File: config.mk
export PLATFORM = sky130hd
export DESIGN_NAME = data_mem_arbiter_flat
export DESIGN_NICKNAME = d
export VERILOG_FILES = /design/src/rtl/data_mem_arbiter_if.sv /design/src/rtl/data_mem_arbiter.sv /design/src/flat_wrapper.sv
export SDC_FILE = /design/constraint.sdc
export NUM_CORES = 1
export LEC_CHECK = 0
export BUFFER_PORTS_ARGS = -buffer_cell sky130_fd_sc_hd__buf_2
export CAP_MARGIN = 20
export CORE_AREA = 2 2 116 118
export CTS_CLUSTER_DIAMETER = 40
export CTS_CLUSTER_SIZE = 40
export DETAILED_ROUTE_END_ITERATION = 10
export DIE_AREA = 0 0 118 120
export GPL_TIMING_DRIVEN = 0
export PLACE_DENSITY = 0.6
export SYNTH_ARGS = -nofsm -noshare
export SYNTH_HDL_FRONTEND = slang
export SYNTH_SLANG_ARGS = --single-unit
File: constraint.sdc
create_clock -name Clk -period 2.2 [get_ports Clk]
set_input_delay 0.44 -clock Clk [delete_from_list [all_inputs] [get_ports Clk]]
set_output_delay 0.44 -clock Clk [all_outputs]
set_load 0.005 [all_outputs]
File: src/rtl/data_mem_arbiter_if.sv
// Bus bundle between the CPU port (A), the loader/debug port (B) and the
// shared data memory. The arbiter takes the slave view; requesters and the
// memory model take the master view.
interface data_mem_arbiter_if #(
  parameter int DW = 32,
  parameter int AW = 32
);
  logic          A_Req;
  logic          A_Write;
  logic [AW-1:0] A_Addr;
  logic [DW-1:0] A_WData;
  logic          A_Gnt;
  logic          A_Valid;
  logic          A_Stall;
  logic [DW-1:0] A_RData;

  logic          B_Req;
  logic          B_Write;
  logic          B_Lock;
  logic [AW-1:0] B_Addr;
  logic [DW-1:0] B_WData;
  logic          B_Gnt;
  logic          B_Valid;
  logic [DW-1:0] B_RData;

  logic          Mem_Read;
  logic          Mem_Write;
  logic [AW-1:0] Mem_Addr;
  logic [DW-1:0] Mem_WData;
  logic [DW-1:0] Mem_RData;

  modport slave (
    input  A_Req, A_Write, A_Addr, A_WData,
    output A_Gnt, A_Valid, A_Stall, A_RData,
    input  B_Req, B_Write, B_Lock, B_Addr, B_WData,
    output B_Gnt, B_Valid, B_RData,
    output Mem_Read, Mem_Write, Mem_Addr, Mem_WData,
    input  Mem_RData
  );

  modport master (
    output A_Req, A_Write, A_Addr, A_WData,
    input  A_Gnt, A_Valid, A_Stall, A_RData,
    output B_Req, B_Write, B_Lock, B_Addr, B_WData,
    input  B_Gnt, B_Valid, B_RData,
    input  Mem_Read, Mem_Write, Mem_Addr, Mem_WData,
    output Mem_RData
  );
endinterface

File: src/rtl/data_mem_arbiter.sv
// Two-port arbiter in front of a single-ported, combinational-read data
// memory. Port A (CPU) and port B (loader/debug) share the memory; B can
// hold the memory for a bounded locked burst while A waits.
module data_mem_arbiter #(
  parameter int DW        = 32,
  parameter int AW        = 32,
  parameter int MAX_BURST = 4
) (
  input logic              Clk,
  input logic              Reset,
  data_mem_arbiter_if.slave bus
);

  typedef enum logic {
    LAST_A = 1'b0,
    LAST_B = 1'b1
  } lastGnt_t;

  localparam logic [3:0] MAX_CNT = 4'(MAX_BURST);

  lastGnt_t   lastGntReg;
  lastGnt_t   lastGntNext;
  logic [3:0] burstCntReg;
  logic [3:0] burstCntNext;
  logic       burstHold;
  logic       aGnt;
  logic       bGnt;

  // Arbitration state register; reset leaves B as last winner so A wins the first tie.
  always_ff @(posedge Clk or negedge Reset) begin
    if (!Reset) begin
      lastGntReg  <= LAST_B;
      burstCntReg <= 4'd0;
    end else begin
      lastGntReg  <= lastGntNext;
      burstCntReg <= burstCntNext;
    end
  end

  // Grant decision and next arbitration state from current requests.
  always_comb begin
    aGnt         = 1'b0;
    bGnt         = 1'b0;
    lastGntNext  = lastGntReg;
    burstCntNext = 4'd0;
    // B keeps the memory under lock only while it was the last winner and the burst budget remains.
    burstHold    = (lastGntReg == LAST_B) && bus.B_Lock && (burstCntReg < MAX_CNT);
    if (bus.A_Req && bus.B_Req) begin
      if (burstHold || (lastGntReg == LAST_A)) begin
        bGnt = 1'b1;
      end else begin
        aGnt = 1'b1;
      end
    end else if (bus.A_Req) begin
      aGnt = 1'b1;
    end else if (bus.B_Req) begin
      bGnt = 1'b1;
    end
    if (aGnt) begin
      lastGntNext = LAST_A;
    end else if (bGnt) begin
      lastGntNext = LAST_B;
    end
    if (bGnt && bus.B_Lock) begin
      burstCntNext = (burstCntReg >= MAX_CNT) ? MAX_CNT : burstCntReg + 4'd1;
    end
  end

  // Memory-side mux: the granted port drives the memory, otherwise everything is quiet.
  always_comb begin
    bus.Mem_Read  = 1'b0;
    bus.Mem_Write = 1'b0;
    bus.Mem_Addr  = {AW{1'b0}};
    bus.Mem_WData = {DW{1'b0}};
    if (aGnt) begin
      bus.Mem_Read  = ~bus.A_Write;
      bus.Mem_Write = bus.A_Write;
      bus.Mem_Addr  = bus.A_Addr;
      bus.Mem_WData = bus.A_WData;
    end else if (bGnt) begin
      bus.Mem_Read  = ~bus.B_Write;
      bus.Mem_Write = bus.B_Write;
      bus.Mem_Addr  = bus.B_Addr;
      bus.Mem_WData = bus.B_WData;
    end
  end

  logic [1:0] portGnt;
  logic [1:0] portWrite;

  assign portGnt   = {bGnt, aGnt};
  assign portWrite = {bus.B_Write, bus.A_Write};

  // Per-port read return path: index 0 is A, index 1 is B.
  for (genvar gi = 0; gi < 2; gi++) begin : g_port
    logic          validReg;
    logic [DW-1:0] rdataReg;

    // Capture memory data on a granted read; valid pulses for the following cycle only.
    always_ff @(posedge Clk or negedge Reset) begin
      if (!Reset) begin
        validReg <= 1'b0;
        rdataReg <= {DW{1'b0}};
      end else begin
        validReg <= portGnt[gi] & ~portWrite[gi];
        if (portGnt[gi] && !portWrite[gi]) begin
          rdataReg <= bus.Mem_RData;
        end
      end
    end
  end

  assign bus.A_Gnt   = aGnt;
  assign bus.B_Gnt   = bGnt;
  assign bus.A_Stall = bus.A_Req & ~aGnt;
  assign bus.A_Valid = g_port[0].validReg;
  assign bus.A_RData = g_port[0].rdataReg;
  assign bus.B_Valid = g_port[1].validReg;
  assign bus.B_RData = g_port[1].rdataReg;

endmodule
File: src/flat_wrapper.sv
// flat-port wrapper written by rule: the top's interface ports become plain ports
module data_mem_arbiter_flat 
#(
  parameter int DW        = 32,
  parameter int AW        = 32,
  parameter int MAX_BURST = 4
)
  (Clk, Reset, bus_A_Req, bus_A_Write, bus_A_Addr, bus_A_WData, bus_A_Gnt, bus_A_Valid, bus_A_Stall, bus_A_RData, bus_B_Req, bus_B_Write, bus_B_Lock, bus_B_Addr, bus_B_WData, bus_B_Gnt, bus_B_Valid, bus_B_RData, bus_Mem_Read, bus_Mem_Write, bus_Mem_Addr, bus_Mem_WData, bus_Mem_RData);
  data_mem_arbiter_if #(.DW(DW), .AW(AW)) bus_i ();
  input logic Clk;
  input logic Reset;
  input wire logic [$bits(bus_i.A_Req)-1:0] bus_A_Req;
  input wire logic [$bits(bus_i.A_Write)-1:0] bus_A_Write;
  input wire logic [$bits(bus_i.A_Addr)-1:0] bus_A_Addr;
  input wire logic [$bits(bus_i.A_WData)-1:0] bus_A_WData;
  output wire logic [$bits(bus_i.A_Gnt)-1:0] bus_A_Gnt;
  output wire logic [$bits(bus_i.A_Valid)-1:0] bus_A_Valid;
  output wire logic [$bits(bus_i.A_Stall)-1:0] bus_A_Stall;
  output wire logic [$bits(bus_i.A_RData)-1:0] bus_A_RData;
  input wire logic [$bits(bus_i.B_Req)-1:0] bus_B_Req;
  input wire logic [$bits(bus_i.B_Write)-1:0] bus_B_Write;
  input wire logic [$bits(bus_i.B_Lock)-1:0] bus_B_Lock;
  input wire logic [$bits(bus_i.B_Addr)-1:0] bus_B_Addr;
  input wire logic [$bits(bus_i.B_WData)-1:0] bus_B_WData;
  output wire logic [$bits(bus_i.B_Gnt)-1:0] bus_B_Gnt;
  output wire logic [$bits(bus_i.B_Valid)-1:0] bus_B_Valid;
  output wire logic [$bits(bus_i.B_RData)-1:0] bus_B_RData;
  output wire logic [$bits(bus_i.Mem_Read)-1:0] bus_Mem_Read;
  output wire logic [$bits(bus_i.Mem_Write)-1:0] bus_Mem_Write;
  output wire logic [$bits(bus_i.Mem_Addr)-1:0] bus_Mem_Addr;
  output wire logic [$bits(bus_i.Mem_WData)-1:0] bus_Mem_WData;
  input wire logic [$bits(bus_i.Mem_RData)-1:0] bus_Mem_RData;
  assign bus_i.A_Req = bus_A_Req;
  assign bus_i.A_Write = bus_A_Write;
  assign bus_i.A_Addr = bus_A_Addr;
  assign bus_i.A_WData = bus_A_WData;
  assign bus_A_Gnt = bus_i.A_Gnt;
  assign bus_A_Valid = bus_i.A_Valid;
  assign bus_A_Stall = bus_i.A_Stall;
  assign bus_A_RData = bus_i.A_RData;
  assign bus_i.B_Req = bus_B_Req;
  assign bus_i.B_Write = bus_B_Write;
  assign bus_i.B_Lock = bus_B_Lock;
  assign bus_i.B_Addr = bus_B_Addr;
  assign bus_i.B_WData = bus_B_WData;
  assign bus_B_Gnt = bus_i.B_Gnt;
  assign bus_B_Valid = bus_i.B_Valid;
  assign bus_B_RData = bus_i.B_RData;
  assign bus_Mem_Read = bus_i.Mem_Read;
  assign bus_Mem_Write = bus_i.Mem_Write;
  assign bus_Mem_Addr = bus_i.Mem_Addr;
  assign bus_Mem_WData = bus_i.Mem_WData;
  assign bus_i.Mem_RData = bus_Mem_RData;
  data_mem_arbiter #(.DW(DW), .AW(AW), .MAX_BURST(MAX_BURST)) u_core (.Clk(Clk), .Reset(Reset), .bus(bus_i));
endmodule
# Yosys cells after proc, flatten, opt, wreduce, memory -nomap -nowiden
# Cells that the tools add are included.
# word_totals
register_bits,71
input_bits,167
out_inout_bits,135
# classes
add_sub_neg,1
order_cmp,2
muxes,19
n_bitwise,7
n_reduce_logical,10
# op_table
cell,n
$mux W32,4
$mux W1,13
$mux W4,2
$logic_and A1 B1 Y1,6
$add A4 B1 Y4 const B,1
$ge A4 B3 Y1 const B,1
$lt A4 B3 Y1 const B,1
$not A1 Y1,4
$and A1 B1 Y1,3
$logic_not A1 Y1,2
$reduce_bool A2 Y1,1
$logic_or A1 B1 Y1,1

# Longest topological paths before layout
# Gate-level depths: netlist of the first run.
# logic_depth
word_depth,7
mapped_depth,5
mapped_depth_nobuf,3

# Worst setup path after synthesis of the first run
# No wires, ideal clock.
# synth_path
kind,in2out
from,input bus_B_Lock
to,output bus_Mem_Addr[24]
arrival_ns,1.406
t_required_ns,1.760
setup_slack_ns,0.354
stages,5
n_path_buf,2
cell_sequence,nor3b_4 o21a_1 buf_4 buf_2 a22o_1
# synth_between
elab_chain_len,7
# synth_lines
item,line_no,source
"start, declared",flat_wrapper.sv:22,input wire logic [$bits(bus_i.B_Lock)-1:0] bus_B_Lock;
$logic_and A1 B1 Y1 (*) (2 in a row),data_mem_arbiter.sv:47,burstHold = (lastGntReg == LAST_B) && bus.B_Lock && (burstCntReg < MAX_CNT);
$logic_or A1 B1 Y1 (*),data_mem_arbiter.sv:49,if (burstHold || (lastGntReg == LAST_A)) begin
$mux W1,data_mem_arbiter.sv:49,
$mux W1,data_mem_arbiter.sv:48,if (bus.A_Req && bus.B_Req) begin
$mux W32,data_mem_arbiter.sv:80,end else if (bGnt) begin
$mux W32 (*),data_mem_arbiter.sv:75,if (aGnt) begin
"end, declared",flat_wrapper.sv:30,output wire logic [$bits(bus_i.Mem_Addr)-1:0] bus_Mem_Addr;
# Every way passes the cells marked *; elsewhere a longest branch is shown, timed or not.

# Worst setup path after layout of the first run
# layout_path
from,register u_core.burstCntReg[3]
to,output bus_Mem_WData[19]
# layout_between
elab_chain_len,7
# layout_lines
item,line_no,source
"start, declared",data_mem_arbiter.sv:23,logic [3:0] burstCntReg;
"start signal, assigned",data_mem_arbiter.sv:36,burstCntReg <= burstCntNext;
$lt A4 B3 Y1 (*),data_mem_arbiter.sv:47,
$logic_and A1 B1 Y1 (*),data_mem_arbiter.sv:47,
$logic_or A1 B1 Y1 (*),data_mem_arbiter.sv:49,
$mux W1,data_mem_arbiter.sv:49,
$mux W1,data_mem_arbiter.sv:48,
$mux W32,data_mem_arbiter.sv:80,
$mux W32 (*),data_mem_arbiter.sv:75,
"end, declared",flat_wrapper.sv:31,output wire logic [$bits(bus_i.Mem_WData)-1:0] bus_Mem_WData;
# Marks and branches as above.

==> results of run 1 <==
-- layout by cell type, fill, tap and decap left out, drive strengths merged, types with 2 or more instances in the layout --
cell	synthesis	final
a22o	65	65
o21a	2	2
and2	2	2
diode	0	2
clkbuf	1	14
clkinv	0	2
inv	3	3
dfrtp	70	70
mux2	64	64
buf	19	350
nor2b	2	2
-- registers in the layout (all words and copies together), names as in the netlist --
signal	count
u_core.bus.B_Valid	1
u_core.bus.A_RData	32
u_core.lastGntReg	1
u_core.bus.B_RData	32
u_core.burstCntReg	4
u_core.bus.A_Valid	1
-- power groups by stage --
stage	combinational [mW]	clock [mW]	sequential [mW]
floorplan	0.462	0	1.73
global placement	1.18	0	1.70
detailed placement	1.20	0	1.71
CTS	1.37	1.52	1.70
global route	1.51	1.57	1.73
finish	1.40	1.48	1.69
-- worst reg2reg max path, delay by kind of cell (launching register included) --
kind / cells / cell delay, ps
AOI/OAI and AO/OA: 1 / 280
buffers and inverters: 5 / 720
DFF: 1 / 570
muxes: 1 / 340
and+or+nand+nor: 1 / 70
-- through the flow --
| step | power, mW | area [sq um] | utilization (%) | hold slack (ps) | worst slack [ps] |
|---|---|---|---|---|---|
| finish | 4.58 | 6070 | 46.8 | 243 | -121 |
| detailed placement | 2.91 | 5120 | 39.5 | 427 | -126 |
| floorplan | 2.20 | 3400 | - | 144 | 354 |
| global placement | 2.88 | 5120 | 39.5 | 423 | -114 |
| global route | 4.81 | 6070 | 46.8 | 315 | -179 |
| CTS | 4.59 | 5910 | 45.5 | 263 | -109 |
-- layout make-up --
cell class              instances  area, sq um  share of cell area [%]
repair buffers                334         1960                    32.3
diodes                          2         5.00                  0.0825
flip-flops and latches         71         1780                    29.3
well taps                     176          220                    3.63
clock buffers                  13          270                    4.45
clock inverters                 3         40.0                   0.660
plain buffers                  18          213                    3.50
inverters                       3         11.3                   0.186
multi-input cells             147         1570                    25.9
-- per-layer routing --
layer	vias to the layer above	track usage, %	part of all wire, %
met1	1745	22.1	38
met3	32	7.84	9.1
met5	-	0	0.088
met2	185	34.6	49
met4	2	9.41	3.6
li1	1615	-	-
-- path summary, 6_finish.rpt --
path,start,endpoint,slack [ps],cells past startpoint
worst max-delay path,u_core.burstCntReg[3],bus_Mem_WData[19],-120,7
worst min-delay path,Reset,u_core.bus.A_RData[22],240,1
worst max register to register,u_core.lastGntReg,u_core.bus.A_RData[18],110,8
worst min register to register,u_core.burstCntReg[0],u_core.burstCntReg[0],430,1
max in group asynchronous,Reset,u_core.bus.B_RData[30],1390,1
min in group Clk,bus_Mem_RData[26],u_core.bus.B_RData[26],330,2
-- cells by family after synthesis --
logic type | share of synthesized area [%]
compound gates | 19.0
flops | 52.4
mux | 21.2
buf+inv | 4.75
simple gates | 2.21
fa+ha+maj | 0.368
other cells | 0.110
-- repair_timing --
action | CTS | global route
pin swaps | 41 | 17
cloned | 7 | 1
endpoints found under the setup margin | 67 | 66
setup buffers | 15 | 12
resized for setup | 55 | 12
==> metrics.yaml, run 1 <==
grt_antenna_before_repair: 5
start_util_pct: 26.2
via_per_inst: 4.67
yosys-top-cells-count: "70 x dfrtp_1, 65 x a22o_1, 56 x mux2_1, 9 x buf_2, 8 x mux2_2"
switching_power_mw: 1.24
grt_max_degree: 72
cp.arrival_ps: 1880
numPortBuffers: 301
crit_path_cell_trace: "buf_6, nor3b_4, o21a_4, buf_12, buf_8, a22o_1, buf_2"
path_buf_inv: 4
dieArea_sq_mm: 0.0142
syn_area_per_cell_sq_um: 14.1
p_comb_share_pct: 30.6
power.density_mw_per_mm2: 754
vias: 3579
cts_buffers: 9
failed_checks: "setup timing"
max_clock_freq_mhz: 431
power_leakage_nw: 3.22
fin_skew_ps: 3.76
finalNonFillerCells: 767
nFillCells: 1231
switching_share_pct: 27.0
crit_fanout: 6
yosysWarningCount: 0
p_int_mw: 3.34
clkPwrFrac_pct: 32.4
cts_sinks: 71
row_count: 42
ys.flop_type: "dfrtp_1"
synth_top_cell_area_share_pct: 51.6
drc_errors: 0
synth_seq_area_share_pct: 52.4
clk_path_buf_depth: 2
hold_path.class: "primary input to async pin"
maxCapViolCount: 0
fin_crit_ps: 2320
first_iter_violations: 139
synth_most_common_cell: "dfrtp_1"
max_stage_delay_ps: 400
cp_slowest_cell: "dfrtp_1"
fin_tns_setup_ps: -3410
synth.largest_area_cell: "dfrtp_1"
core_sq_mm: 0.0130
grt_pass1_vias: 3678
cts_tree: "done"
final_nets: 752
placedCellCount: 718
max_slew.worst_pin.slew_ps: 880
slew_viol_final: 0
insertion_delay_ps: 330
status: "complete, but fails checks"
ant_nets: 0
endpoint_kind: "output port"
grt_pass1_wl_mm: 21.5
max_slew_margin_pct: 41.3
crit_family: "buffers and inverters"
dp_hpwl_mm: 11.5
ys_async_sr_fraction_pct: 100
vdd_drop_max_v: 0.000661
htree_levels: 3
synth_area_leaders: "dfrtp_1 52%, mux2_1 19%, a22o_1 17%"
grt_usage_pct: 20.2
critPathLaunchType: "flop"
hold_viol_final: 0
first_pass_iters: 4
ioPinCount: 302
synth_edf_count: 0
die_w_um: 118
netlist_area_sq_mm: 0.00340
synthToLayoutAreaGrowth_pct: 78.7
power.share.sequential_pct: 37.0
path_clk_slew_ps: 60
synth_nets: 409
synthDistinctLibCells: 25
drive_gt1_share_pct: 66.9
root_buffer: "clkbuf_16"
hold_buffers: 0
period_share_pct: 106
setup_violations: 65
critPathRequiredTime_ps: 1760
synthCells: 241
fp.dieH_um: 120
rsz0062_at_grt: "yes"
layout_setup_ws_ps: -121
routed_wl_mm: 14.8
gr-total-overflow: 0
routedWlPerCell_um: 19.2
ys_ff_latch: 71
path_class: "flop to output port"
gp_congestion: 0.951
(Power assumes the default switching activity.)
==> run 2: changes to the inputs <==
--- a/config.mk
+++ b/config.mk
@@ -7,13 +7,14 @@
 export LEC_CHECK = 0
 export BUFFER_PORTS_ARGS = -buffer_cell sky130_fd_sc_hd__buf_2
 export CAP_MARGIN = 20
-export CORE_AREA = 2 2 116 118
+export CORE_AREA = 2 2 118 120
+export CTS_BUF_LIST = sky130_fd_sc_hd__clkbuf_4 sky130_fd_sc_hd__clkbuf_8
 export CTS_CLUSTER_DIAMETER = 40
 export CTS_CLUSTER_SIZE = 40
 export DETAILED_ROUTE_END_ITERATION = 10
-export DIE_AREA = 0 0 118 120
+export DIE_AREA = 0 0 120 122
 export GPL_TIMING_DRIVEN = 0
-export PLACE_DENSITY = 0.6
+export PLACE_DENSITY = 0.58
 export SYNTH_ARGS = -nofsm -noshare
 export SYNTH_HDL_FRONTEND = slang
 export SYNTH_SLANG_ARGS = --single-unit
==> run 2 against run 1 <==
Compared with the run above: the flow still finishes with violations (setup timing); total power fell by 6.7%; first-iteration DRC count fell by 23%; sequential power barely moved; design area fell by 0.62%; non-clock buffer count fell by 5; sequential cell count did not move; register-to-register slack improved by 230 ps; final cell count fell by 0.26%; wire length rose by 5.9%; count of clock-buffer cells in the layout fell by 2; sequential share of layout area rose by 0.18 points; critical path depth fell by 1; critical path type unchanged; highest routed layer unchanged.
==> metrics.yaml, run 2 (synthesis gave the netlist of run 1 again) <==
period_share_pct: 108
cts_tree: "done"
hold_buffers: 0
cts_sinks: 71
max_clock_freq_mhz: 421
grt_usage_pct: 19.8
first_pass_iters: 4
drive_gt1_share_pct: 67.1
rsz0062_at_grt: "yes"
setup_violations: 65
dp_hpwl_mm: 12.0
cts_buffers: 9
final_cell_mix: "284 x buf_2, 70 x dfrtp_1, 56 x mux2_1"
final_nets: 747
critPathLaunchType: "flop"
power_leakage_nw: 3.18
max_slew.worst_pin.slew_ps: 877
grt_max_degree: 72
path_class: "flop to output port"
routedWlPerCell_um: 20.4
root_buffer: "clkbuf_8"
die_w_um: 120
clk_path_buf_depth: 2
fp.dieH_um: 122
hold_path.class: "primary input to async pin"
crit_family: "flip-flops"
cp.arrival_ps: 1930
final_common_cell: "buf_2"
maxCapViolCount: 0
gr-total-overflow: 0
gp_congestion: 0.977
vias: 3548
power.density_mw_per_mm2: 708
path_buf_inv: 4
numPortBuffers: 301
critPathRequiredTime_ps: 1760
layout_setup_ws_ps: -174
crit_top_cell: "buf_6"
status: "complete, but fails checks"
synthToLayoutAreaGrowth_pct: 77.6
slew_viol_final: 0
htree_levels: 3
fin_crit_ps: 2370
row_count: 43
drc_errors: 0
dieArea_sq_mm: 0.0146
crit_fanout: 7
ant_nets: 0
start_util_pct: 25.1
max_slew_margin_pct: 41.6
fin_tns_setup_ps: -6830
cp_slowest_cell: "dfstp_2"
first_iter_violations: 107
max_stage_delay_ps: 570
fin_skew_ps: 8.65
finish.utilization_pct: 44.7
vdd_drop_max_v: 0.000457
hold_viol_final: 0
crit_path_cell_trace: "inv_2, a211oi_4, buf_6, buf_6, a22o_1, buf_2"
path_clk_slew_ps: 70
via_per_inst: 4.64
failed_checks: "setup timing"
ioPinCount: 302
grt_pass1_vias: 3634
grt_pass1_wl_mm: 21.5
core_sq_mm: 0.0135
grt_antenna_before_repair: 4
insertion_delay_ps: 330
routed_wl_mm: 15.6
endpoint_kind: "output port"
-- run 2: cell types whose count changed in the layout (fill, tap and decap cells not counted), sizes merged --
| cell | delta |
|---|---|
| bufbuf | -1 |
| clkbuf | -1 |
| bufinv | +1 |
| buf | -5 |
-- run 2: per-stage QoR --
stage                     total power, mW  setup slack (ps)  std cells  hold slack, ps  instance area [sq um]
after CTS                            4.23              -151        752             251                   5770
after global placement               2.90              -195        722             420                   5130
final                                4.27              -174        765             235                   6030
after floorplan                      2.20               354        241             144                   3400
after detailed placement             2.93              -197        722             455                   5130
after global routing                 4.51              -249        764             291                   6030
-- run 2: per-layer routing --
layer / vias to the layer above / global-route usage [%] / routed length (um)
li1: 1598 / - / -
met1: 1739 / 23.6 / 6220
met2: 178 / 33.5 / 7610
met4: 4 / 6.62 / 330
met5: - / 0 / 27
met3: 29 / 6.93 / 1440
-- run 2: worst register-to-register path: cells and delay by family, from the launching register on --
kind,cells,cell delay [ps]
buf+inv,3,560
flops,1,570
mux,1,370
compound gates,1,170
simple gates,1,70
-- run 2: worst paths after layout --
check / from / end / slack, ps / cells past startpoint
setup / recovery: u_core.lastGntReg / bus_Mem_WData[21] / -170 / 6
setup reg to reg: u_core.lastGntReg / u_core.bus.B_RData[9] / 340 / 6
hold reg to reg: u_core.burstCntReg[0] / u_core.burstCntReg[0] / 450 / 1
min in group Clk: bus_Mem_RData[16] / u_core.bus.B_RData[16] / 330 / 2
max in group asynchronous: Reset / u_core.burstCntReg[3] / 1400 / 1
hold / removal: Reset / u_core.bus.A_RData[5] / 230 / 1
-- run 2: power by group --
part / total, mW / internal (mW) / leakage (nW) / switching [mW]
clock network: 1.13 / 0.672 / 0.113 / 0.459
logic: 1.45 / 0.826 / 2.22 / 0.624
registers: 1.69 / 1.57 / 0.841 / 0.125
total: 4.27 / 3.06 / 3.18 / 1.21
-- run 2: layout make-up --
| cell class | count | area, sq um |
|---|---|---|
| timing repair buffer | 328 | 1980 |
| antenna | 2 | 5.00 |
| inverter | 3 | 11.3 |
| fill | 1283 | 7470 |
| buffer | 19 | 229 |
| sequential | 71 | 1780 |
| tap | 180 | 225 |
| clock buffer | 11 | 145 |
| clock inverter | 4 | 70.1 |
| multi-input combinational | 147 | 1590 |
-- run 2: what timing repair did --
action                     4_1_cts  5_1_grt
pin swaps                       28       31
setup endpoints to repair       67       67
resized for setup               54       33
buffers inserted                 9        8
cloned                           7        3
